--- config.mk ---
export PLATFORM = sky130hd
export DESIGN_NAME = bus_arbiter_flat
export DESIGN_NICKNAME = d
export VERILOG_FILES = /design/src/rtl/bus_arb_pkg.sv /design/src/rtl/bus_arbiter_if.sv /design/src/rtl/bus_arbiter_rr_picker.sv /design/src/rtl/bus_arbiter.sv /design/src/flat_wrapper.sv
export SDC_FILE = /design/constraint.sdc
export NUM_CORES = 1
export LEC_CHECK = 0
export ABC_AREA = 1
export CORE_MARGIN = 4
export CORE_UTILIZATION = 45
export DETAILED_ROUTE_END_ITERATION = 8
export GPL_TIMING_DRIVEN = 0
export PLACE_DENSITY_LB_ADDON = 0.05
export SKIP_LAST_GASP = 1
export SLEW_MARGIN = 40
export SYNTH_ARGS = -nofsm -noshare
export SYNTH_HDL_FRONTEND = slang
export SYNTH_HIERARCHICAL = 1
export SYNTH_SLANG_ARGS = --single-unit
--- constraint.sdc ---
create_clock -name clock -period 3.2 [get_ports clock]
set_clock_uncertainty 0.15 [all_clocks]
set_input_delay 0.64 -clock clock [delete_from_list [all_inputs] [get_ports clock]]
set_output_delay 0.64 -clock clock [all_outputs]
set_load 0.02 [all_outputs]
--- src/rtl/bus_arb_pkg.sv ---
// bus_arbiter shared types: FSM state encoding and requester indices.
// Optional feature macro: BUS_ARB_PRIORITY_EN (see bus_arbiter.sv).
package bus_arb_pkg;

    typedef enum logic [1:0] {
        IDLE,
        OWNED,
        TURN
    } arb_state_e;

    localparam int REQ_CTRL = 0;
    localparam int REQ_MEM  = 1;
    localparam int REQ_ALU  = 2;
    localparam int REQ_RAX  = 3;
    localparam int REQ_RBX  = 4;
    localparam int REQ_RCX  = 5;
    localparam int REQ_RDX  = 6;

endpackage

--- src/rtl/bus_arbiter_if.sv ---
// Shared CPU bus bundle between requesting units and bus_arbiter.
// master = requester side, slave = arbiter side.
interface bus_arbiter_if #(
    parameter int NUM_REQ = 7,
    parameter int DATA_W  = 8,
    parameter int IW      = (NUM_REQ > 1) ? $clog2(NUM_REQ) : 1
);

    logic [NUM_REQ-1:0]        req;
    logic [NUM_REQ*DATA_W-1:0] data_in;
    logic [NUM_REQ-1:0]        grant;
    logic [IW-1:0]             grant_id;
    logic                      bus_valid;
    logic [DATA_W-1:0]         bus_out;

    modport master (
        output req,
        output data_in,
        input  grant,
        input  grant_id,
        input  bus_valid,
        input  bus_out
    );

    modport slave (
        input  req,
        input  data_in,
        output grant,
        output grant_id,
        output bus_valid,
        output bus_out
    );

endinterface

--- src/rtl/bus_arbiter_rr_picker.sv ---
// Rotating-priority encoder: first asserted req scanning from ptr upward,
// wrapping modulo N.
module rr_picker #(
    parameter int N  = 7,
    parameter int IW = (N > 1) ? $clog2(N) : 1
) (
    input  logic [N-1:0]  req_i,
    input  logic [IW-1:0] ptr_i,
    output logic          found_o,
    output logic [IW-1:0] win_o
);

    function automatic logic [IW-1:0] wrap_idx(
        input logic [IW-1:0] p,
        input int            k
    );
        int s;
        s = int'(p) + k;
        if (s >= N) s = s - N;
        return IW'(s);
    endfunction

    always_comb begin
        found_o = 1'b0;
        win_o   = '0;
        for (int k = 0; k < N; k++) begin
            if (!found_o && req_i[wrap_idx(ptr_i, k)]) begin
                found_o = 1'b1;
                win_o   = wrap_idx(ptr_i, k);
            end
        end
    end

endmodule

--- src/rtl/bus_arbiter.sv ---
// Round-robin owner of the shared CPU bus with hold limit and turnaround.
// BUS_ARB_PRIORITY_EN: control unit (index 0) always wins and is never preempted.
module bus_arbiter
    import bus_arb_pkg::*;
#(
    parameter int NUM_REQ  = 7,
    parameter int DATA_W   = 8,
    parameter int MAX_HOLD = 4
) (
    input  logic         clock,
    input  logic         reset_n,
    bus_arbiter_if.slave bus
);

    localparam int IW = (NUM_REQ > 1) ? $clog2(NUM_REQ) : 1;
    localparam int HW = (MAX_HOLD < 1) ? 1 : $clog2(MAX_HOLD + 1);

    arb_state_e         state_q, state_d;
    logic [NUM_REQ-1:0] grant_q, grant_d;
    logic [IW-1:0]      gid_q, gid_d;
    logic [IW-1:0]      ptr_q, ptr_d;
    logic [HW-1:0]      hold_q, hold_d;
    logic               valid_q, valid_d;

    logic               rr_found;
    logic [IW-1:0]      rr_win;
    logic [IW-1:0]      pick_id;
    logic [IW-1:0]      ptr_next;
    logic               owner_locked;
    logic               others_req;
    logic               expired;

    rr_picker #(
        .N  (NUM_REQ),
        .IW (IW)
    ) u_pick (
        .req_i   (bus.req),
        .ptr_i   (ptr_q),
        .found_o (rr_found),
        .win_o   (rr_win)
    );

`ifdef BUS_ARB_PRIORITY_EN
    // Index 0 jumps the rotation and leaves ptr where it was.
    assign pick_id      = bus.req[REQ_CTRL] ? IW'(REQ_CTRL) : rr_win;
    assign owner_locked = (gid_q == IW'(REQ_CTRL));
    assign ptr_next     = bus.req[REQ_CTRL] ? ptr_q :
                          (rr_win == IW'(NUM_REQ - 1)) ? '0 : rr_win + 1'b1;
`else
    assign pick_id      = rr_win;
    assign owner_locked = 1'b0;
    assign ptr_next     = (rr_win == IW'(NUM_REQ - 1)) ? '0 : rr_win + 1'b1;
`endif

    assign others_req = |(bus.req & ~grant_q);
    assign expired    = (MAX_HOLD != 0) && (hold_q == HW'(MAX_HOLD)) &&
                        others_req && !owner_locked;

    always_comb begin
        state_d = state_q;
        grant_d = grant_q;
        gid_d   = gid_q;
        ptr_d   = ptr_q;
        hold_d  = hold_q;
        valid_d = valid_q;
        unique case (state_q)
            IDLE, TURN: begin
                state_d = IDLE;
                if (rr_found) begin
                    state_d = OWNED;
                    grant_d = NUM_REQ'(1) << pick_id;
                    gid_d   = pick_id;
                    ptr_d   = ptr_next;
                    hold_d  = HW'(1);
                    valid_d = 1'b1;
                end
            end
            OWNED: begin
                // A drop coinciding with expiry lands in the same TURN.
                if (!bus.req[gid_q] || expired) begin
                    state_d = TURN;
                    grant_d = '0;
                    valid_d = 1'b0;
                end else if (MAX_HOLD != 0 && hold_q < HW'(MAX_HOLD)) begin
                    hold_d = hold_q + 1'b1;
                end
            end
            default: begin
                state_d = IDLE;
                grant_d = '0;
                valid_d = 1'b0;
            end
        endcase
    end

    always_ff @(posedge clock or negedge reset_n) begin
        if (!reset_n) begin
            state_q <= IDLE;
            grant_q <= '0;
            gid_q   <= '0;
            ptr_q   <= '0;
            hold_q  <= '0;
            valid_q <= 1'b0;
        end else begin
            state_q <= state_d;
            grant_q <= grant_d;
            gid_q   <= gid_d;
            ptr_q   <= ptr_d;
            hold_q  <= hold_d;
            valid_q <= valid_d;
        end
    end

    assign bus.grant     = grant_q;
    assign bus.grant_id  = gid_q;
    assign bus.bus_valid = valid_q;
    assign bus.bus_out   = valid_q ?
                           bus.data_in[int'(gid_q) * DATA_W +: DATA_W] :
                           '0;

endmodule

--- src/flat_wrapper.sv ---
// flat-port wrapper written by rule: the top's interface ports become plain ports
module bus_arbiter_flat import bus_arb_pkg::*;
#(
    parameter int NUM_REQ  = 7,
    parameter int DATA_W   = 8,
    parameter int MAX_HOLD = 4
)
  (clock, reset_n, bus_req, bus_data_in, bus_grant, bus_grant_id, bus_bus_valid, bus_bus_out);
  bus_arbiter_if #(.NUM_REQ(NUM_REQ), .DATA_W(DATA_W)) bus_i ();
  input  logic clock;
  input  logic reset_n;
  input wire logic [$bits(bus_i.req)-1:0] bus_req;
  input wire logic [$bits(bus_i.data_in)-1:0] bus_data_in;
  output wire logic [$bits(bus_i.grant)-1:0] bus_grant;
  output wire logic [$bits(bus_i.grant_id)-1:0] bus_grant_id;
  output wire logic [$bits(bus_i.bus_valid)-1:0] bus_bus_valid;
  output wire logic [$bits(bus_i.bus_out)-1:0] bus_bus_out;
  assign bus_i.req = bus_req;
  assign bus_i.data_in = bus_data_in;
  assign bus_grant = bus_i.grant;
  assign bus_grant_id = bus_i.grant_id;
  assign bus_bus_valid = bus_i.bus_valid;
  assign bus_bus_out = bus_i.bus_out;
  bus_arbiter #(.NUM_REQ(NUM_REQ), .DATA_W(DATA_W), .MAX_HOLD(MAX_HOLD)) u_core (.clock(clock), .reset_n(reset_n), .bus(bus_i));
endmodule
==> flow_summary.ini <==
[status]
run_status = finished, violations left
violations = negative setup slack

[global_routing]
grt_max_degree = 20
grt_pass1_wl_mm = 18.23
grt_pass1_vias = 3601
grt_antenna_before_repair = 0
grt-ovfl-total = 0
track_usage = 0.2600

[routing]
vias = 4158
drt_iter0_drc = 268
drt_first_pass_iters = 5
routed_via_count_divided_by_cell_count = 5.507
detail_route.wirelength_mm = 11.91
drc_errors_left = 0
routed_wirelength_normalized_by_instance_count_um = 15.78
antenna_violating_nets_post_route = 0

[synth]
netlist.top_cell.by_area = sky130_fd_sc_hd__nand2_1
netlist.area_leader.share = 0.1932
async_set_or_reset_register_ratio_after_synthesis = 1.000
postSynth.topFlopCell = sky130_fd_sc_hd__dfrtp_1
post_synth.cell_area_avg_um2 = 5.742
yosysSeqAreaShare = 0.1492
yosys_warnings = 6
synth.ff_latch_count = 19
synth_nets = 637
synthesis.instances = 555
synth_area_leaders = sky130_fd_sc_hd__nand2_1 (19%), sky130_fd_sc_hd__dfrtp_1 (15%), sky130_fd_sc_hd__nand3_1 (14%), sky130_fd_sc_hd__nor2_1 (7.7%), sky130_fd_sc_hd__o21ai_0 (6.4%)
synth_edf_count = 0
post_synthesis_cell_type_count = 35
netlist_area_um2 = 3187

[cells_and_area]
sequential_cell_area_um2 = 479.2
layout-drive-gt1-share = 0.2246
multi_input_area_um2 = 2704
finish.net_count = 742
num_antenna_cells = 0
flow.area_growth_from_synthesis_pct = 46.17
final.fill_count = 634

[run]
drv_cap = 0

[clock_network]
cts-buffers-inserted = 3
hold_bufs_at_cts = 0
cts.sink_count = 19
insertion_delay_ns = 0.25
cts_buffer_depth = 2
post_cts_clock_slew_at_the_launch_and_capture_registers_of_the_worst_setup_and_hold_paths_ns = 0.07
clk_root_buf = sky130_fd_sc_hd__clkbuf_8
cts_htree_levels = 1
cts_tree = done

[placement]
hpwlAfterDp_mm = 8.748
io_buffers = 83
globalplace.congestion = 0.9285
dp_slack_ns = -0.6088

[timing]
worst-slew-pin-transition_ns = 0.4686
fin_hold_ws_ns = 0.1621
rsz0062_at_grt = true
fin_ws_ns = -0.1284
finalWorstPathRequiredPeriod_ns = 3.328
report.final.setup_viol = 4
slew_violations = 0
slew_headroom = 0.6866
timing.final.crit_share = 1.040
timing.final.hold_violations = 0
max_clock_freq_ghz = 0.3004

[setup_path]
nature_of_the_critical_path_startpoint = flop
critical_path_peak_fanout = 6
critPathCaptureType = flop
worstPathArrival_ns = 3.37
criticalPathCategory = flop to flop
data_required_critical_path_ns = 3.24

[floorplanning]
placeableCoreArea_um2 = 6832
dieArea_um2 = 8493
floorplan.die.width_um = 92.16
initial_core_util = 0.4665
fp.dieH_um = 92.16
row_count = 30
floorplan.io_pins = 84

[worst_hold_path]
hold_crit_path_type = input port to asynchronous set/reset pin
[Yosys cell counts, types with 2 or more instances]
| cell | count |
|---|---|
| sky130_fd_sc_hd__nand2_4 | 2 |
| sky130_fd_sc_hd__a22o_1 | 2 |
| sky130_fd_sc_hd__nor2_4 | 2 |
| sky130_fd_sc_hd__ha_1 | 16 |
| sky130_fd_sc_hd__o211ai_1 | 7 |
| sky130_fd_sc_hd__nand3_1 | 91 |
| sky130_fd_sc_hd__dfrtp_1 | 19 |
| sky130_fd_sc_hd__o21ai_1 | 15 |
| sky130_fd_sc_hd__inv_2 | 8 |
| sky130_fd_sc_hd__o21ai_2 | 3 |
| sky130_fd_sc_hd__nor2_1 | 65 |
| sky130_fd_sc_hd__nand2_2 | 21 |
| sky130_fd_sc_hd__o22ai_1 | 8 |
| sky130_fd_sc_hd__buf_6 | 4 |
| sky130_fd_sc_hd__nand2_1 | 164 |
| sky130_fd_sc_hd__buf_2 | 7 |
| sky130_fd_sc_hd__nand3_2 | 6 |
| sky130_fd_sc_hd__nand4_1 | 8 |
| sky130_fd_sc_hd__o21ai_0 | 41 |
| sky130_fd_sc_hd__a21oi_1 | 3 |
| sky130_fd_sc_hd__nand3_4 | 2 |
| sky130_fd_sc_hd__inv_1 | 48 |
[cell type report]
| cell class | instances | area share |
|---|---|---|
| plain buffers | 14 | 0.02310 |
| clock buffers | 3 | 0.008864 |
| clock inverters | 1 | 0.001074 |
| inverters | 58 | 0.05103 |
| multi-input cells | 464 | 0.5804 |
| flip-flops and latches | 19 | 0.1029 |
| well taps | 96 | 0.02579 |
| repair buffers | 100 | 0.2068 |
[final timing paths]
| check | from | to | slack (ns) | cells past startpoint |
|---|---|---|---|---|
| min | reset_n | u_core/bus.grant[4] | 0.16 | 1 |
| min in group clock | u_core/bus.grant[2] | u_core/bus.grant[2] | 0.35 | 2 |
| min reg2reg | u_core/bus.grant[2] | u_core/bus.grant[2] | 0.35 | 2 |
| max | u_core/ptr_q[1] | u_core/ptr_q[2] | -0.13 | 19 |
| max in group asynchronous | reset_n | u_core/ptr_q[0] | 2.42 | 1 |
| max reg2reg | u_core/ptr_q[1] | u_core/ptr_q[2] | -0.13 | 19 |
[per-layer routing]
layer | wire length (um) | GRT usage | part of all wire | vias up
li1 | - | - | - | 2043
met1 | 5467 | 0.3751 | 0.46 | 1927
met2 | 5498 | 0.4167 | 0.46 | 167
met3 | 741 | 0.02461 | 0.062 | 21
met4 | 207 | 0.06188 | 0.017 | 0
met5 | 0 | 0 | 0 | -
[state kept, by name, indices dropped and copies added, names as in the netlist]
register / count
u_core/bus.bus_valid: 1
u_core/bus.grant: 7
u_core/bus.grant_id: 3
u_core/hold_q: 3
u_core/ptr_q: 3
u_core/state_q: 2
[stage by stage]
stage | std cells | TNS (ns) | instance area [um2] | util
2_1_floorplan | 555 | 0 | 3189 | -
3_3_place_gp | 734 | -5.385 | 4140 | 0.6060
3_5_place_dp | 734 | -7.016 | 4140 | 0.6060
4_1_cts | 749 | -0.05466 | 4449 | 0.6513
5_1_grt | 755 | -1.088 | 4658 | 0.6819
6_report | 755 | -0.3046 | 4658 | 0.6819
[cells by family (layout without fill, tap and decap cells)]
logic type	count (synthesis)	count (layout)	synth area share
fa+ha+maj	17	17	0.06910
flops	19	19	0.1492
xor+xnor	1	1	0.005105
compound gates	82	82	0.1512
buf+inv	72	176	0.1017
simple gates	364	364	0.5238
[what timing repair did]
item | in CTS | in global routing
pin swaps | 26 | 29
setup endpoints to repair | 18 | 19
setup buffers | 11 | 6
resized for setup | 46 | 49
[layout by cell type (no fill, tap or decap), types with 2 or more instances in the layout]
| cell type | instances |
|---|---|
| sky130_fd_sc_hd__inv_1 | 39 |
| sky130_fd_sc_hd__nand2_1 | 149 |
| sky130_fd_sc_hd__dfrtp_1 | 16 |
| sky130_fd_sc_hd__clkbuf_2 | 2 |
| sky130_fd_sc_hd__nand2_4 | 10 |
| sky130_fd_sc_hd__o21ai_0 | 38 |
| sky130_fd_sc_hd__o21ai_1 | 12 |
| sky130_fd_sc_hd__nand2_2 | 28 |
| sky130_fd_sc_hd__nand3_1 | 79 |
| sky130_fd_sc_hd__buf_2 | 7 |
| sky130_fd_sc_hd__clkbuf_8 | 3 |
| sky130_fd_sc_hd__a22o_1 | 2 |
| sky130_fd_sc_hd__o211ai_1 | 7 |
| sky130_fd_sc_hd__o22ai_1 | 8 |
| sky130_fd_sc_hd__a21oi_1 | 3 |
| sky130_fd_sc_hd__inv_2 | 14 |
| sky130_fd_sc_hd__buf_4 | 15 |
| sky130_fd_sc_hd__o21ai_4 | 3 |
| sky130_fd_sc_hd__inv_4 | 3 |
| sky130_fd_sc_hd__ha_4 | 6 |
| sky130_fd_sc_hd__nor2_1 | 57 |
| sky130_fd_sc_hd__nor2_2 | 7 |
| sky130_fd_sc_hd__o21ai_2 | 7 |
| sky130_fd_sc_hd__nand3_4 | 6 |
| sky130_fd_sc_hd__ha_1 | 10 |
| sky130_fd_sc_hd__dfrtp_2 | 3 |
| sky130_fd_sc_hd__clkdlybuf4s50_1 | 81 |
| sky130_fd_sc_hd__buf_6 | 7 |
| sky130_fd_sc_hd__nor2_4 | 3 |
| sky130_fd_sc_hd__nand4_1 | 8 |
| sky130_fd_sc_hd__nand3_2 | 14 |
[worst max-delay path, cell delays in order (launching register included)]
cell and delay, ns:
sky130_fd_sc_hd__dfrtp_2 0.48, sky130_fd_sc_hd__inv_4 0.09, sky130_fd_sc_hd__ha_4 0.14, sky130_fd_sc_hd__inv_2 0.03, sky130_fd_sc_hd__fa_2 0.43, sky130_fd_sc_hd__buf_4 0.18, sky130_fd_sc_hd__o21ai_4 0.20, sky130_fd_sc_hd__inv_1 0.10
sky130_fd_sc_hd__nand3_2 0.10, sky130_fd_sc_hd__nand2_4 0.08, sky130_fd_sc_hd__nor2_8 0.19, sky130_fd_sc_hd__nand3_4 0.10, sky130_fd_sc_hd__nor2_4 0.17, sky130_fd_sc_hd__nand3_2 0.11, sky130_fd_sc_hd__nand3_4 0.11, sky130_fd_sc_hd__nand2_2 0.06
sky130_fd_sc_hd__inv_2 0.06, sky130_fd_sc_hd__ha_4 0.20, sky130_fd_sc_hd__nor2_2 0.11, sky130_fd_sc_hd__a22o_1 0.15
Power is not shown: default switching activity piles up to over one toggle a cycle in this logic, so the estimate is an artifact.
==> variant: new RTL, same flow settings <==
Add a define of `BUS_ARB_PRIORITY_EN`.
--- a/src/rtl/bus_arbiter.sv
+++ b/src/rtl/bus_arbiter.sv
@@ -2,2 +2,4 @@
 // BUS_ARB_PRIORITY_EN: control unit (index 0) always wins and is never preempted.
+`define BUS_ARB_PRIORITY_EN
+
 module bus_arbiter
Formal check against the unedited RTL: not equivalent (a bounded check fails within 4 cycles, from zero or initial values and one cycle with reset_n low).
==> variant against the unedited design <==
The flow still finishes with violations (setup timing); utilization rose by 0.50 points; die area fell by 7.2%; design area fell by 6.4%; synthesized cell count fell by 7.0%; sequential cell count did not move; setup slack improved by 120 ps; area after synthesis fell by 7.9%; wire length fell by 9.5%.
==> variant: results (changes against the unedited design) <==
Pleak=2.084 nW; syn_nets=597 (-6.3%); max reg flops=7 (unchanged); Crit Path Max Fanout=7 (+1); Hold Slack=164.4 ps (+2.390 ps); wl on met1=4.894 mm (-10%); Detailed Routing Iterations Pass 1=5 (unchanged); routed length on met3=949 µm (+28%); vias per cell=5.640 (+2.4%); Post-synth top cells=nand2_1, nand3_1, nor2_1, inv_1, o21ai_0; clock root buffer=clkbuf_8; Slowest-stage cell, CP=dfrtp_2; Yosys Warn Count=6 (unchanged); Final Setup Violations=2 (-2); Setup WS post-layout=-6.356 ps (+122.1 ps); Synth cell types=33 (-5.7%); delay of the slowest critical-path stage=460 ps (-20 ps); Final Wtd Congestion=0.9448 (+1.8%); r2r endpoint=u_core/ptr_q[0]$_DFFE_PN0P_; failing checks=setup timing; peak supply drop=around 0.00084 V; met1 Usage GRT=39.53% (+2.0 points); dpl ws=-625.7 ps (-16.83 ps); dpl hpwl=8.017 mm (-8.4%); layout cells sized above 1=21.18% (-1.3 points); Top delay family on crit path=simple AND/OR/NAND/NOR gates; initial DRC count=378 (+41%); cells taking the most area after synthesis=nand2_1, dfrtp_1, nand3_1; status=complete, but fails checks; Highest Signal Layer=met4; worst min path class=input port to async pin; worst skew pair latency=around 260 ps; met3 usage=3.073% (+0.61 points); largest net degree at the start of global routing=20 (unchanged); Reg clk slew, reported paths=70 ps (about the same); IO Port Bufs=83 (unchanged); slew of the pin with the lowest slew margin=464.4 ps (-4.186 ps); R2R Path Start=u_core/ptr_q[1]$_DFFE_PN0P_; Avg WL per Cell=15.30 µm (-3.0%); Seq/Total Area, Yosys=16.19% (+1.3 points); global-route wire length before repair=16.61 mm (-8.9%); FILL cells=571 (-9.9%); htree depth=1 (unchanged); CTS Buf Count=3 (unchanged); clock buffer depth=2 (unchanged); met2 Usage GRT=40.28% (-1.4 points); Synth async-reset ratio=100.0% (unchanged); ys flop type=dfrtp_1; n_diodes=0 (unchanged); initial antenna violation count=0 (unchanged); routed wl met2=4.826 mm (-12%); Crit Path Class=flip-flop to flip-flop; Net count, final=710 (-4.3%); vias in the first global route=3419 (-5.1%); Arr. time, crit path=3200 ps (-170 ps); total track usage=26.34% (+0.34 points)
-- variant: repair_timing --
item                       4_1_cts  5_1_grt
resized for setup               31       57
gates cloned                     0        0
setup buffers                    9       16
pin swaps                        4       26
setup endpoints to repair       18       21
-- variant: logic make-up (layout without fill, tap and decap cells) --
group / count (synthesis) / count (layout) / share of synthesized area [%]
and+or+nand+nor: 315 / 315 / 47.98
xor gates and xnor gates: 3 / 3 / 1.790
adders and majority gates: 16 / 16 / 7.073
buffers and inverters: 77 / 189 / 10.91
DFF: 19 / 19 / 16.19
AOI/OAI and AO/OA: 86 / 86 / 16.06
-- variant: stage by stage --
| step | TNS [ps] | utilization [%] | std cells | cell area, µm² |
|---|---|---|---|---|
| 5_1_grt | -2059 | 68.69 | 705 | 4362 |
| 3_3_place_gp | -8415 | 60.85 | 676 | 3864 |
| 3_5_place_dp | -9218 | 60.77 | 676 | 3859 |
| 2_1_floorplan | 0 | - | 516 | 2937 |
| 4_1_cts | 0 | 63.70 | 689 | 4045 |
| 6_report | -7.679 | 68.69 | 705 | 4362 |
-- variant: final cells by class --
cell class / count / area (µm²) / area share [%]
tap: 77 / 96.34 / 2.209
timing repair buffer: 108 / 1032 / 23.67
inverter: 65 / 259.0 / 5.938
buffer: 12 / 76.32 / 1.750
clock buffer: 3 / 41.29 / 0.9466
sequential: 19 / 479.2 / 10.99
clock inverter: 1 / 5.005 / 0.1147
multi-input combinational: 420 / 2372 / 54.39
-- variant: power breakdown --
part           leakage [nW]  internal, mW  total [mW]  switching [mW]
combinational          1.82          1.93        5.07            3.14
sequential            0.242         0.345       0.475           0.130
clock                0.0255        0.0866       0.167          0.0804
